[config.mk]
export PLATFORM = sky130hd
export DESIGN_NAME = serial_addsub_n
export DESIGN_NICKNAME = d
export VERILOG_FILES = /design/src/rtl/serial_addsub_n.sv
export SDC_FILE = /design/constraint.sdc
export NUM_CORES = 1
export LEC_CHECK = 0
export CAP_MARGIN = 25
export CELL_PAD_IN_SITES_DETAIL_PLACEMENT = 0
export CELL_PAD_IN_SITES_GLOBAL_PLACEMENT = 2
export CORE_MARGIN = 4
export CORE_UTILIZATION = 34
export DETAILED_ROUTE_END_ITERATION = 7
export GPL_TIMING_DRIVEN = 0
export PLACE_DENSITY_LB_ADDON = 0.15
export SYNTH_ARGS = -nofsm -noshare
export SYNTH_HDL_FRONTEND = slang
export SYNTH_SLANG_ARGS = --single-unit
[constraint.sdc]
create_clock -name clk -period 1.7 [get_ports clk]
set_input_delay 0.255 -clock clk [delete_from_list [all_inputs] [get_ports clk]]
set_output_delay 0.255 -clock clk [all_outputs]
set_load 0.03 [all_outputs]
[src/rtl/serial_addsub_n.sv]
// Bit-serial adder/subtractor: one full-adder slice and a carry flop iterated
// LSB-first over WIDTH cycles, with a start/done handshake and registered results.
`timescale 1ns/1ps

module serial_addsub_full_adder (
    input  logic a,
    input  logic b,
    input  logic ci,
    output logic s,
    output logic co
);
    assign s  = a ^ b ^ ci;
    assign co = (a & b) | (a & ci) | (b & ci);
endmodule

module serial_addsub_n #(
    parameter int WIDTH = 8
) (
    input  logic             clk,
    input  logic             rst_n,
    input  logic             start,
    input  logic [WIDTH-1:0] a,
    input  logic [WIDTH-1:0] b,
    input  logic             cin,
    input  logic             sub,
    output logic             busy,
    output logic             done,
    output logic [WIDTH-1:0] sum,
    output logic             cout,
    output logic             ovf
);
    localparam int CNT_W = $clog2(WIDTH);

    localparam logic [1:0] ST_IDLE = 2'd0;
    localparam logic [1:0] ST_RUN  = 2'd1;
    localparam logic [1:0] ST_DONE = 2'd2;

    localparam logic [CNT_W-1:0] LAST_BIT = CNT_W'(WIDTH - 1);

    logic [1:0]       state_q, state_d;
    logic [WIDTH-1:0] a_sh_q, a_sh_d;
    logic [WIDTH-1:0] b_sh_q, b_sh_d;
    logic [WIDTH-1:0] res_q, res_d;
    logic             carry_q, carry_d;
    logic [CNT_W-1:0] cnt_q, cnt_d;
    logic [WIDTH-1:0] sum_q, sum_d;
    logic             cout_q, cout_d;
    logic             ovf_q, ovf_d;

    logic fa_s;
    logic fa_co;

    serial_addsub_full_adder u_slice (
        .a  (a_sh_q[0]),
        .b  (b_sh_q[0]),
        .ci (carry_q),
        .s  (fa_s),
        .co (fa_co)
    );

    // Subtraction is A + ~B + 1, so the operand inversion and the forced
    // carry-in happen once at accept time and the slice never needs to know.
    always_comb begin
        state_d = state_q;
        a_sh_d  = a_sh_q;
        b_sh_d  = b_sh_q;
        res_d   = res_q;
        carry_d = carry_q;
        cnt_d   = cnt_q;
        sum_d   = sum_q;
        cout_d  = cout_q;
        ovf_d   = ovf_q;

        case (state_q)
            ST_IDLE: begin
                if (start) begin
                    a_sh_d  = a;
                    b_sh_d  = sub ? ~b : b;
                    carry_d = sub ? 1'b1 : cin;
                    cnt_d   = '0;
                    state_d = ST_RUN;
                end
            end
            ST_RUN: begin
                carry_d = fa_co;
                a_sh_d  = a_sh_q >> 1;
                b_sh_d  = b_sh_q >> 1;
                res_d   = {fa_s, res_q[WIDTH-1:1]};
                cnt_d   = cnt_q + CNT_W'(1);
                // On the MSB slice carry_q is the carry into the sign bit.
                if (cnt_q == LAST_BIT) begin
                    sum_d   = res_d;
                    cout_d  = fa_co;
                    ovf_d   = carry_q ^ fa_co;
                    state_d = ST_DONE;
                end
            end
            ST_DONE: begin
                state_d = ST_IDLE;
            end
            default: begin
                state_d = ST_IDLE;
            end
        endcase
    end

    always_ff @(posedge clk or negedge rst_n) begin
        if (!rst_n) begin
            state_q <= ST_IDLE;
            a_sh_q  <= '0;
            b_sh_q  <= '0;
            res_q   <= '0;
            carry_q <= 1'b0;
            cnt_q   <= '0;
            sum_q   <= '0;
            cout_q  <= 1'b0;
            ovf_q   <= 1'b0;
        end else begin
            state_q <= state_d;
            a_sh_q  <= a_sh_d;
            b_sh_q  <= b_sh_d;
            res_q   <= res_d;
            carry_q <= carry_d;
            cnt_q   <= cnt_d;
            sum_q   <= sum_d;
            cout_q  <= cout_d;
            ovf_q   <= ovf_d;
        end
    end

    assign busy = (state_q == ST_RUN);
    assign done = (state_q == ST_DONE);
    assign sum  = sum_q;
    assign cout = cout_q;
    assign ovf  = ovf_q;

endmodule

Yosys cells after proc, flatten, opt, wreduce, memory -nomap -nowiden:

Index checks and enable logic that the tools add are counted.
W data, S select, Z words.

* $add $sub $neg: 1
* equal/unequal tests: 5
* multiplexer cells: 13
* bitwise gates (word level): 9
* reduce and logical (&&, ||, !) cells: 5

Operators by type and width (count)
* $pmux W8 S2: 2
* $mux W8: 3
* $not A8 Y8: 1
* $pmux W3 S2: 1
* $reduce_and A2 Y1: 3
* $mux W2: 2
* $pmux W2 S2: 1
* $add A3 B1 Y3 const B: 1
* $and A1 B1 Y1: 3
* $eq A3 B3 Y1 const B: 1
* $mux W3: 1
* $xor A1 B1 Y1: 3
* $eq A2 B1 Y1 const B: 1
* $eq A2 B2 Y1 const B: 1
* $logic_not A2 Y1: 1
* $mux W1: 2
* $ne A2 B1 Y1 const B: 1
* $ne A2 B2 Y1 const B: 1
* $or A1 B1 Y1: 2
* $pmux W1 S2: 1
* $reduce_bool A2 Y1: 1

* flip-flop bits (word level): 40
* bits of input ports: 21
* output and inout port bits: 12

Longest topological paths before layout:

* depth after elaboration: 4
* gate-level depth with buffers: 6
* mapped depth without buffers: 5

Hierarchy:

Synthesis repeated with hierarchy kept, for this count alone.

* cell total of the unflattened synthesis: 137
* area, all modules: 1752.9 um2

Modules (own cells, without submodules)
* serial_addsub_n: instances 1, cells an instance 136, area an instance 1732.9 um2, seq. area each 975.9 um2
* serial_addsub_full_adder: instances 1, cells an instance 1, area an instance 20.0 um2, seq. area each 0.0 um2

Worst setup path before layout:

No wires, ideal clock.

* path kind: flip-flop to flip-flop
* from: register cnt_q[0]
* to: register cout_q (netlist: cout)
* data arrival time: 1384 ps
* data required time: 1575 ps
* path slack: 192 ps
* stages on the path, launching flop included: 6
* buffers on the path: 1
* clock period less this slack: 1508 ps
* path through: dfrtp_1 > ha_1 > ha_1 > nand3b_2 > buf_2 > mux2_2

* word-level cells in the longest chain between the ends: 2

RTL lines
* start, declared: line 45 `logic [CNT_W-1:0] cnt_q, cnt_d;`
* start signal, assigned: line 124 `cnt_q <= cnt_d;`
* $eq A3 B3 Y1: line 91 `if (cnt_q == LAST_BIT) begin`
* $reduce_and A2 Y1 (no source line)
* end signal, assigned: line 126 `cout_q <= cout_d;`
* end, declared: line 47 `logic cout_q, cout_d;`

No other way between the ends.
A chain may end at the register's enable or synchronous reset.

Worst setup path after layout:

* from: register state_q[1]
* to: output port busy

* word-level cells in the longest chain between the ends: 1

RTL lines
* start, declared: line 40 `logic [1:0] state_q, state_d;`
* start signal, assigned: line 119 `state_q <= state_d;`
* $eq A2 B1 Y1: line 131 `assign busy = (state_q == ST_RUN);`
* end, declared: line 26 `output logic busy,`

No other way between the ends.

==> flow_summary.ini <==
[cells_and_area]
finalNonFillerCells = 247
antenna_cells = 0
syn2layout_area_growth_pct = 29.24
nets = 203
drive_gt1_share_pct = 23.33
final_core_util_pct = 46.49
design_area_mm2 = 0.002240

[synthesis]
synth_common_cells = 39 x dfrtp_1, 19 x nand2_1, 17 x mux2_2
yosysWarnings = 0
synth_edf_count = 0
postSynthAreaPerCell_um2 = 12.29
synth_ff_type = dfrtp_1
synth_cell_types = 26
ys_seq_area_share_pct = 56.32
synthTopCellsByArea = dfrtp_1 56%, mux2_2 11%, nand2_1 4.1%, xor2_1 4.0%, a22oi_1 3.5%
synth_top_area_share_pct = 56.32
postSynthCellCount = 141
async_reset_ff_share_pct = 100.0
synthesis.area_mm2 = 0.001733
syn_nets = 165
yosysTopAreaCell = dfrtp_1
synth_seq_cells = 39
yosysMostFrequentCell = dfrtp_1

[sta]
skew_ns = 0.007985
tightest_slew_ns = 0.8700
max_clock_freq_ghz = 0.6308
finalCritPeriodShare_pct = 93.25
slew_headroom_pct = 42.00
finalHoldViolCount = 0
slew_viol_final = 0
rsz0062_at_grt = false
final-setup-viol-count = 0
fin_crit_ns = 1.585

[setup_path]
cp-startpoint = state_q[1]
path_cells = nor2b_2 -> buf_6 -> buf_6 -> clkbuf_4
max_stage_delay_ns = 0.44
critPathBufInv = 3
startpoint_type = flip-flop
critPathTopFamily = buffers and inverters
crit_type = flip-flop to output port
required_ns = 1.44
r2r_start = cnt_q[0]
crit_top_cell = buf_6
crit_path_max_fanout = 10
slowest_stage = dfrtp_1
arrival_ns = 1.33
endpoint_kind = output port

[route]
firstDrtPassIters = 5
drtAntennaViolNets = 0
wl_um = 3380
first_iter_violations = 57
via_count = 1202
wl_per_cell_um = 13.68
route.detailed.drc = 0
vias_per_cell = 4.866

[clocking]
cts_tree = built
cts_sinks = 39
cts_root_buf = clkbuf_8
cts_buffers = 5
cts_setup_buffers = 0
cts_max_level = 2
insertion_delay_ns = 0.29
clkTransAtPathRegs_ns = 0.08
clock_path_buffers = 2

[floorplanning]
coreArea_mm2 = 0.004817
die_h_um = 79.39
die_w_um = 79.39
initial_core_util_pct = 35.97
rows = 25
io_pins = 33
die_area_mm2 = 0.006303

[place]
place_congestion = 0.7325
hpwl_um = 2386
io_buffer_count = 31
dpl_cell_area_mm2 = 0.002122
dp_cells = 239

[grt]
grt_pass1_wl_um = 5858
grt_overflow_total = 0
grt_pass1_vias = 1217
grt_max_degree = 40
gr-usage-all-layers_pct = 12.14
antenna_found_initial = 0

[power]
p_total_mw = 3.838
vdd_drop_max_mv = 0.7849
leakagePower_nw = 1.003
power_density_mw_per_mm2 = 1714

[min_path]
hp-class = input pin to asynchronous set/reset pin

[status]
status = finished, final reports clean

[flow_run]
drv_cap = 0
## metrics by stage
stage | setup slack (ns) | hold slack (ns) | setup TNS (ns)
after floorplan | 0.1918 | -0.04059 | 0
after global placement | -0.5575 | 0.4595 | -21.88
after detailed placement | -0.1010 | 0.4303 | -0.3179
after CTS | 0.03432 | 0.1088 | 0
after global routing | 0.02466 | 0.1458 | 0
final | 0.1148 | 0.08441 | 0
## layout make-up
class / count / area [um^2]
tap: 67 / 83.83
buffer: 9 / 63.81
clock buffer: 5 / 68.82
timing repair buffer: 31 / 300.3
clock inverter: 3 / 43.79
inverter: 5 / 18.77
fill: 484 / 2577
multi-input combinational: 88 / 684.4
sequential: 39 / 975.9
## path summary, 6_finish.rpt
path | end | slack [ns] | depth (start not counted)
hold / removal | a_sh_q[0] | 0.08 | 1
setup / recovery | busy | 0.11 | 4
setup reg to reg | sum[2] | 0.13 | 5
min in group clk | b_sh_q[2] | 0.47 | 4
hold reg to reg | a_sh_q[5] | 0.48 | 2
max in group asynchronous | sum[2] | 1.08 | 1
## cells in the final DEF (no fill, tap or decap)
cell	count
a21oi_1	1
a222oi_1	3
a22o_1	2
a22oi_1	8
a31oi_1	2
a32oi_1	4
buf_2	4
buf_4	3
buf_6	2
bufinv_16	1
clkbuf_1	1
clkbuf_4	2
clkbuf_8	5
clkdlybuf4s50_1	28
clkinv_2	1
clkinv_4	1
dfrtp_1	39
fa_1	1
ha_1	2
inv_1	5
mux2_2	17
nand2_1	19
nand3b_2	1
nor2_2	1
nor2b_1	3
nor2b_2	1
nor3b_2	1
o21ai_0	10
o21ai_1	1
o21bai_4	1
or2_2	1
xnor2_1	1
xor2_1	8
## cells by family (layout without fill, tap and decap cells)
logic type,count (synthesis),in the layout,share of synthesized area (%)
AOI/OAI and AO/OA,32,32,13.50
xor gates and xnor gates,9,9,4.549
adders and majority gates,3,3,2.599
buffers and inverters,14,53,4.476
DFF,39,39,56.32
muxes,17,17,11.05
and+or+nand+nor,27,27,7.509
## sequential cells by signal, summed over array words and instances (netlist names)
name     count
carry_q      1
cnt_q        3
b_sh_q       8
res_q        7
cout         1
ovf          1
state_q      2
sum          8
a_sh_q       8
## worst reg2reg max path: stages, from the launching register on
cell,delay (ns)
dfrtp_1,0.39
ha_1,0.21
ha_1,0.20
nand3b_2,0.12
buf_4,0.19
mux2_2,0.34
## routing by layer
layer	vias to the layer above	track usage (%)	share of wire (%)	wire length, um
met2	37	18.43	46	1569
met5	-	0	0	0
met3	5	4.289	6.4	217
li1	572	-	-	-
met4	0	4.639	1.6	53
met1	588	15.88	46	1538
## where the power goes
part	switching, mW	total (mW)	internal, mW
Sequential	0.216	1.53	1.32
Clock	0.323	0.760	0.437
Combinational	0.764	1.55	0.783
## repair_timing
action | 4_1_cts | 5_1_grt
gates resized for setup | 10 | 8
cloned | 0 | 0
hold buffers | 0 | 0
endpoints found under the setup margin | 2 | 9
Power figures use the tool's default switching activity.
==> RTL edit 1: new RTL, same flow settings <==
Put a register stage on the outputs `busy` and `done`, cleared by the reset. The values now appear one clock later. The other outputs are not delayed to match. Comments in the files are not updated.
--- a/src/rtl/serial_addsub_n.sv
+++ b/src/rtl/serial_addsub_n.sv
@@ -129,6 +129,13 @@
     end
 
-    assign busy = (state_q == ST_RUN);
-    assign done = (state_q == ST_DONE);
+    always_ff @(posedge clk or negedge rst_n) begin
+        if (!rst_n) begin
+            busy <= '0;
+            done <= '0;
+        end else begin
+            busy <= (state_q == ST_RUN);
+            done <= (state_q == ST_DONE);
+        end
+    end
     assign sum  = sum_q;
     assign cout = cout_q;
Check against the original RTL: not equivalent (Yosys sat finds a counterexample within 4 cycles, from zero or initial values and one cycle with rst_n low).
==> RTL edit 1 against the unedited design <==
Synthesized cell count grew 1.4%; power rose by 9.1%; final area increased by 7.2%; clock skew shrank 3.0 ps; register-to-register slack gained 30 ps; first-iteration DRC count is 32% lower; largest cell class unchanged; combinational power is 15% higher; global-route usage decreased by 0.26 points; fmax decreased by 0.80%; area after synthesis increased by 8.1%; setup slack worse by 13 ps; sequential share of layout area down 0.82 points; sequential cell count rose by 2; largest power group unchanged; routed wire length increased by 11%.
==> RTL edit 1: results (changes against the unedited design) <==
synthesis:
  synthMuxAreaShare_pct: 11.6  # +0.58 points
  synthArstFlopShare_pct: 100  # unchanged
  synth_compound_area_share_pct: 16.0  # +2.5 points
  synthXorXnorAreaFrac_pct: 4.21  # -0.34 points
  ys_top_cells_by_count: "dfrtp_1 (41), a22oi_1 (10), mux2_2 (10)"
  netlist_top_cells_area: "dfrtp_1 (55%), mux2_2 (6.0%), mux2_4 (5.6%)"
  synth.yosys.seq_area_share_pct: 54.8  # -1.5 points
  ys_types: 27  # +3.8%
  postSynthAreaPerCell_um2: 13.1  # +6.6%
  yosysMostFrequentCell: "dfrtp_1"
  synthAdderAreaFrac_pct: 2.40  # -0.19 points
  synth_nets: 167  # +1.2%
run_status:
  status: "completed"
global_routing:
  first_global_vias: 1275  # +4.8%
  gr-usage-all-layers_pct: 11.9  # -0.26 points
  grt_antenna_before_repair: 0  # unchanged
  grt_pass1_wl_um: 6040  # +3.2%
  grt_max_degree: 42  # +5.0%
setup_path:
  cpMaxStageDelayCell: "clkdlybuf4s50_1"
  slowest_delay_ps: 690  # +250 ps
  cp_max_fo: 2  # -8
  r2r-end: "sum[6]$_DFFE_PN0P_"
  r2r_start: "cnt_q[0]$_DFFE_PN0P_"
  rrSetupSlack_ps: 160  # +30 ps
pwr:
  power_frac_seq_pct: 39.3  # -0.6 points
  p_sw_mw: 1.43  # +9.8%
  p_seq_mw: 1.65  # +8%
  comb_power_mw: 1.79  # +15%
  leakagePower_nw: 1.09  # +8.5%
  ir_worst_vdd_mv: 0.549  # -30%
cts:
  ctsResizeCount: 0  # -10
  htreeDepth: 2  # unchanged
place:
  dp_hpwl_um: 2630  # +10%
  portBuffers: 31  # unchanged
  place.gp.congestion: 0.764  # +4.3%
  dp_slack_ps: 27.1  # +128 ps
  placedCellCount: 244  # +2.1%
  dpl-instance-area_mm2: 0.00227  # +6.8%
layout:
  stdcell_area_mm2: 0.00240  # +7.2%
  drive_gt1_share_pct: 20.2  # -3.1 points
  fillCellCount: 486  # +0.41%
  nets: 207  # +2.0%
routing:
  drt_wl_total_um: 3740  # +11%
  viasPerCell: 4.96  # +1.9%
  drt_iter0_markers: 39  # -32%
  dr.pass1.iters: 4  # -1
  route.vias.total: 1255  # +4.4%
min_path:
  hold_class: "input port to asynchronous set/reset pin"
sta:
  hold_ws_ps: 387  # +302 ps
  clock-skew-final_ps: 5.01  # -2.97 ps
  tightest_slew_ps: 412  # -458 ps
==> RTL edit 1: cell types whose count changed in the layout (fill, tap and decap cells not counted), sizes merged, moves of 2 or more <==
cell | unedited run | this run
dfrtp | 39 | 41
a32oi | 4 | 0
buf | 9 | 11
a31oi | 2 | 0
a221o | 0 | 7
a22o | 2 | 7
nor2 | 1 | 5
nand2 | 19 | 9
clkdlybuf4s50 | 28 | 30
clkbuf | 8 | 6
a222oi | 3 | 0
a22oi | 8 | 10
==> RTL edit 1: final cells by class <==
class	instances	area share, %
repair buffers	33	14.0
clock inverters	2	1.46
clock buffers	5	2.87
flip-flops and latches	41	42.8
multi-input cells	88	31.2
well taps	70	3.65
plain buffers	10	3.44
inverters	4	0.626
==> RTL edit 1: logic make-up after synthesis <==
logic type      after synthesis
buf+inv                      14
flops                        41
simple gates                 21
fa+ha+maj                     3
compound gates               38
mux                          17
xor+xnor                      9
==> RTL edit 1: layer usage <==
layer  GRT usage, %  vias to the layer above  share of wire (%)
met3           3.58                        5                4.8
met2           19.4                       33                 48
met1           14.9                      624                 46
li1               -                      593                  -
met4           3.99                        0                1.1
met5              0                        -                  0
==> RTL edit 1: how the worst max path moves through the flow <==
stage / slack, ps / to / depth (start not counted) / startpoint
2_1_floorplan: 280 / cout$_DFFE_PN0P_ / 5 / cnt_q[0]$_DFFE_PN0P_
3_3_place_gp: -650 / b_sh_q[5]$_DFFE_PN0P_ / 1 / rst_n
3_5_place_dp: 30 / b_sh_q[4]$_DFFE_PN0P_ / 4 / start
4_1_cts: 80 / cout / 1 / cout$_DFFE_PN0P_
5_1_grt: 60 / cout / 1 / cout$_DFFE_PN0P_
6_report: 100 / cout / 1 / cout$_DFFE_PN0P_
==> RTL edit 2: new RTL, same flow settings <==
Made on the original files. The parameter `WIDTH` goes from 8 to 4.
--- a/src/rtl/serial_addsub_n.sv
+++ b/src/rtl/serial_addsub_n.sv
@@ -15,5 +15,5 @@
 
 module serial_addsub_n #(
-    parameter int WIDTH = 8
+    parameter int WIDTH = 4
 ) (
     input  logic             clk,
Ports: changed (resized a, b and sum); port bits go from 33 to 21. The function was not compared with the original's and may differ.
==> RTL edit 2 against the unedited design <==
Synthesized cell count down 40%; final area down 38%; combinational power down 25%; setup slack worse by 43 ps; routed wire length down 38%; hold slack better by 100 ps; clock power down 46%; global-route usage down 0.79 points; sequential cell count down 17; area after synthesis down 39%; power down 36%; highest routed layer is now met3.
==> RTL edit 2: results (changes against the unedited design) <==
pwr:
  ir_worst_vdd_mv: 1.14  # +45%
  leakagePower_nw: 0.626  # -38%
  powerDensity_mw_per_mm2: 1780  # +3.8%
cts:
  cts_made_buffers: 3  # -2
  ctsRootBufferMaster: "clkbuf_4"
  clock_latency_ps: 320  # +30 ps
  clkTransAtPathRegs_ps: 140  # +60 ps
  htreeDepth: 1  # -1
place:
  place.gp.congestion: 0.719  # -1.9%
  portBuffers: 19  # -39%
  dp_hpwl_um: 1410  # -41%
  dpl-instance-area_mm2: 0.00130  # -39%
synthesis:
  synth_nets: 100  # -39%
  ys_top_cells_by_count: "dfrtp_1 (22), a22oi_1 (8), mux2_2 (8)"
  netlist_top_cells_area: "dfrtp_1 (52%), mux2_2 (8.5%), a22oi_1 (5.7%)"
run_status:
  status: "completed"
setup_path:
  crit_family: "flip-flops"
layout:
  nets: 127  # -37%
sta:
  tightest_slew_ps: 476  # -394 ps
  clock-skew-final_ps: 11.1  # +3.12 ps
global_routing:
  grt_max_degree: 23  # -43%
  gr-usage-all-layers_pct: 11.3  # -0.79 points
  first_global_vias: 737  # -39%
routing:
  drt_iter0_markers: 22  # -61%
  dr.pass1.iters: 4  # -1
-- RTL edit 2: layout make-up --
type / instances / area share [%]
multi-input cells: 58 / 33.2
inverters: 1 / 0.270
clock buffers: 3 / 1.62
flip-flops and latches: 22 / 39.6
clock inverters: 1 / 2.16
plain buffers: 4 / 3.24
repair buffers: 22 / 16.2
well taps: 42 / 3.78
-- RTL edit 2: final timing paths --
kind	to	slack, ps	cells after the start
max in group asynchronous	cnt_q[0]$_DFFE_PN0P_	1100	2
worst max register to register	b_sh_q[2]$_DFFE_PN0P_	280	4
worst min-delay path	a_sh_q[1]$_DFFE_PN0P_	180	1
worst min register to register	ovf$_DFFE_PN0P_	490	2
worst max-delay path	busy	70	3
min in group clk	b_sh_q[1]$_DFFE_PN0P_	330	4
-- RTL edit 2: worst reg2reg max path: stages (launching register included) --
cell	delay, ps
dfrtp_1	440
buf_4	150
buf_6	130
nor3b_1	420
a221o_1	230
-- RTL edit 2: cell families after synthesis --
kind of cell / Yosys count / share of synthesized area (%)
AND/OR/NAND/NOR: 19 / 12.2
XOR/XNOR: 5 / 4.13
multiplexers: 9 / 9.92
flip-flops: 22 / 51.9
buffers and inverters: 5 / 4.60
adder cells (fa/ha/maj): 2 / 3.07
AO/OA/AOI/OAI: 23 / 14.2
-- RTL edit 2: timing repair --
item,in CTS,in global routing
endpoints found under the setup margin,2,2
gates resized for setup,8,2
setup buffers,0,2
hold buffers,0,0
endpoints found under the hold margin,0,0
-- RTL edit 2: power by group --
group / leakage [nW] / switching (mW) / internal [mW]
Sequential: 0.279 / 0.148 / 0.749
Combinational: 0.320 / 0.560 / 0.609
Clock: 0.0279 / 0.172 / 0.238
-- RTL edit 2: through the flow --
step,cells,worst slack (ps),TNS (ps)
after floorplan,85,430,0
after global placement,146,-121,-132
after detailed placement,146,-96.8,-113
after CTS,150,7.89,0
after global routing,153,10.9,0
final,153,71.7,0
-- RTL edit 2: routing by layer --
metal | up-vias | wire length [um] | share of wire (%) | GRT usage, %
met3 | 0 | 80 | 3.8 | 4.20
met2 | 14 | 928 | 45 | 17.3
li1 | 354 | - | - | -
met1 | 364 | 1070 | 52 | 16.0
met5 | - | 0 | 0 | 0
met4 | 0 | 0 | 0 | 0.809
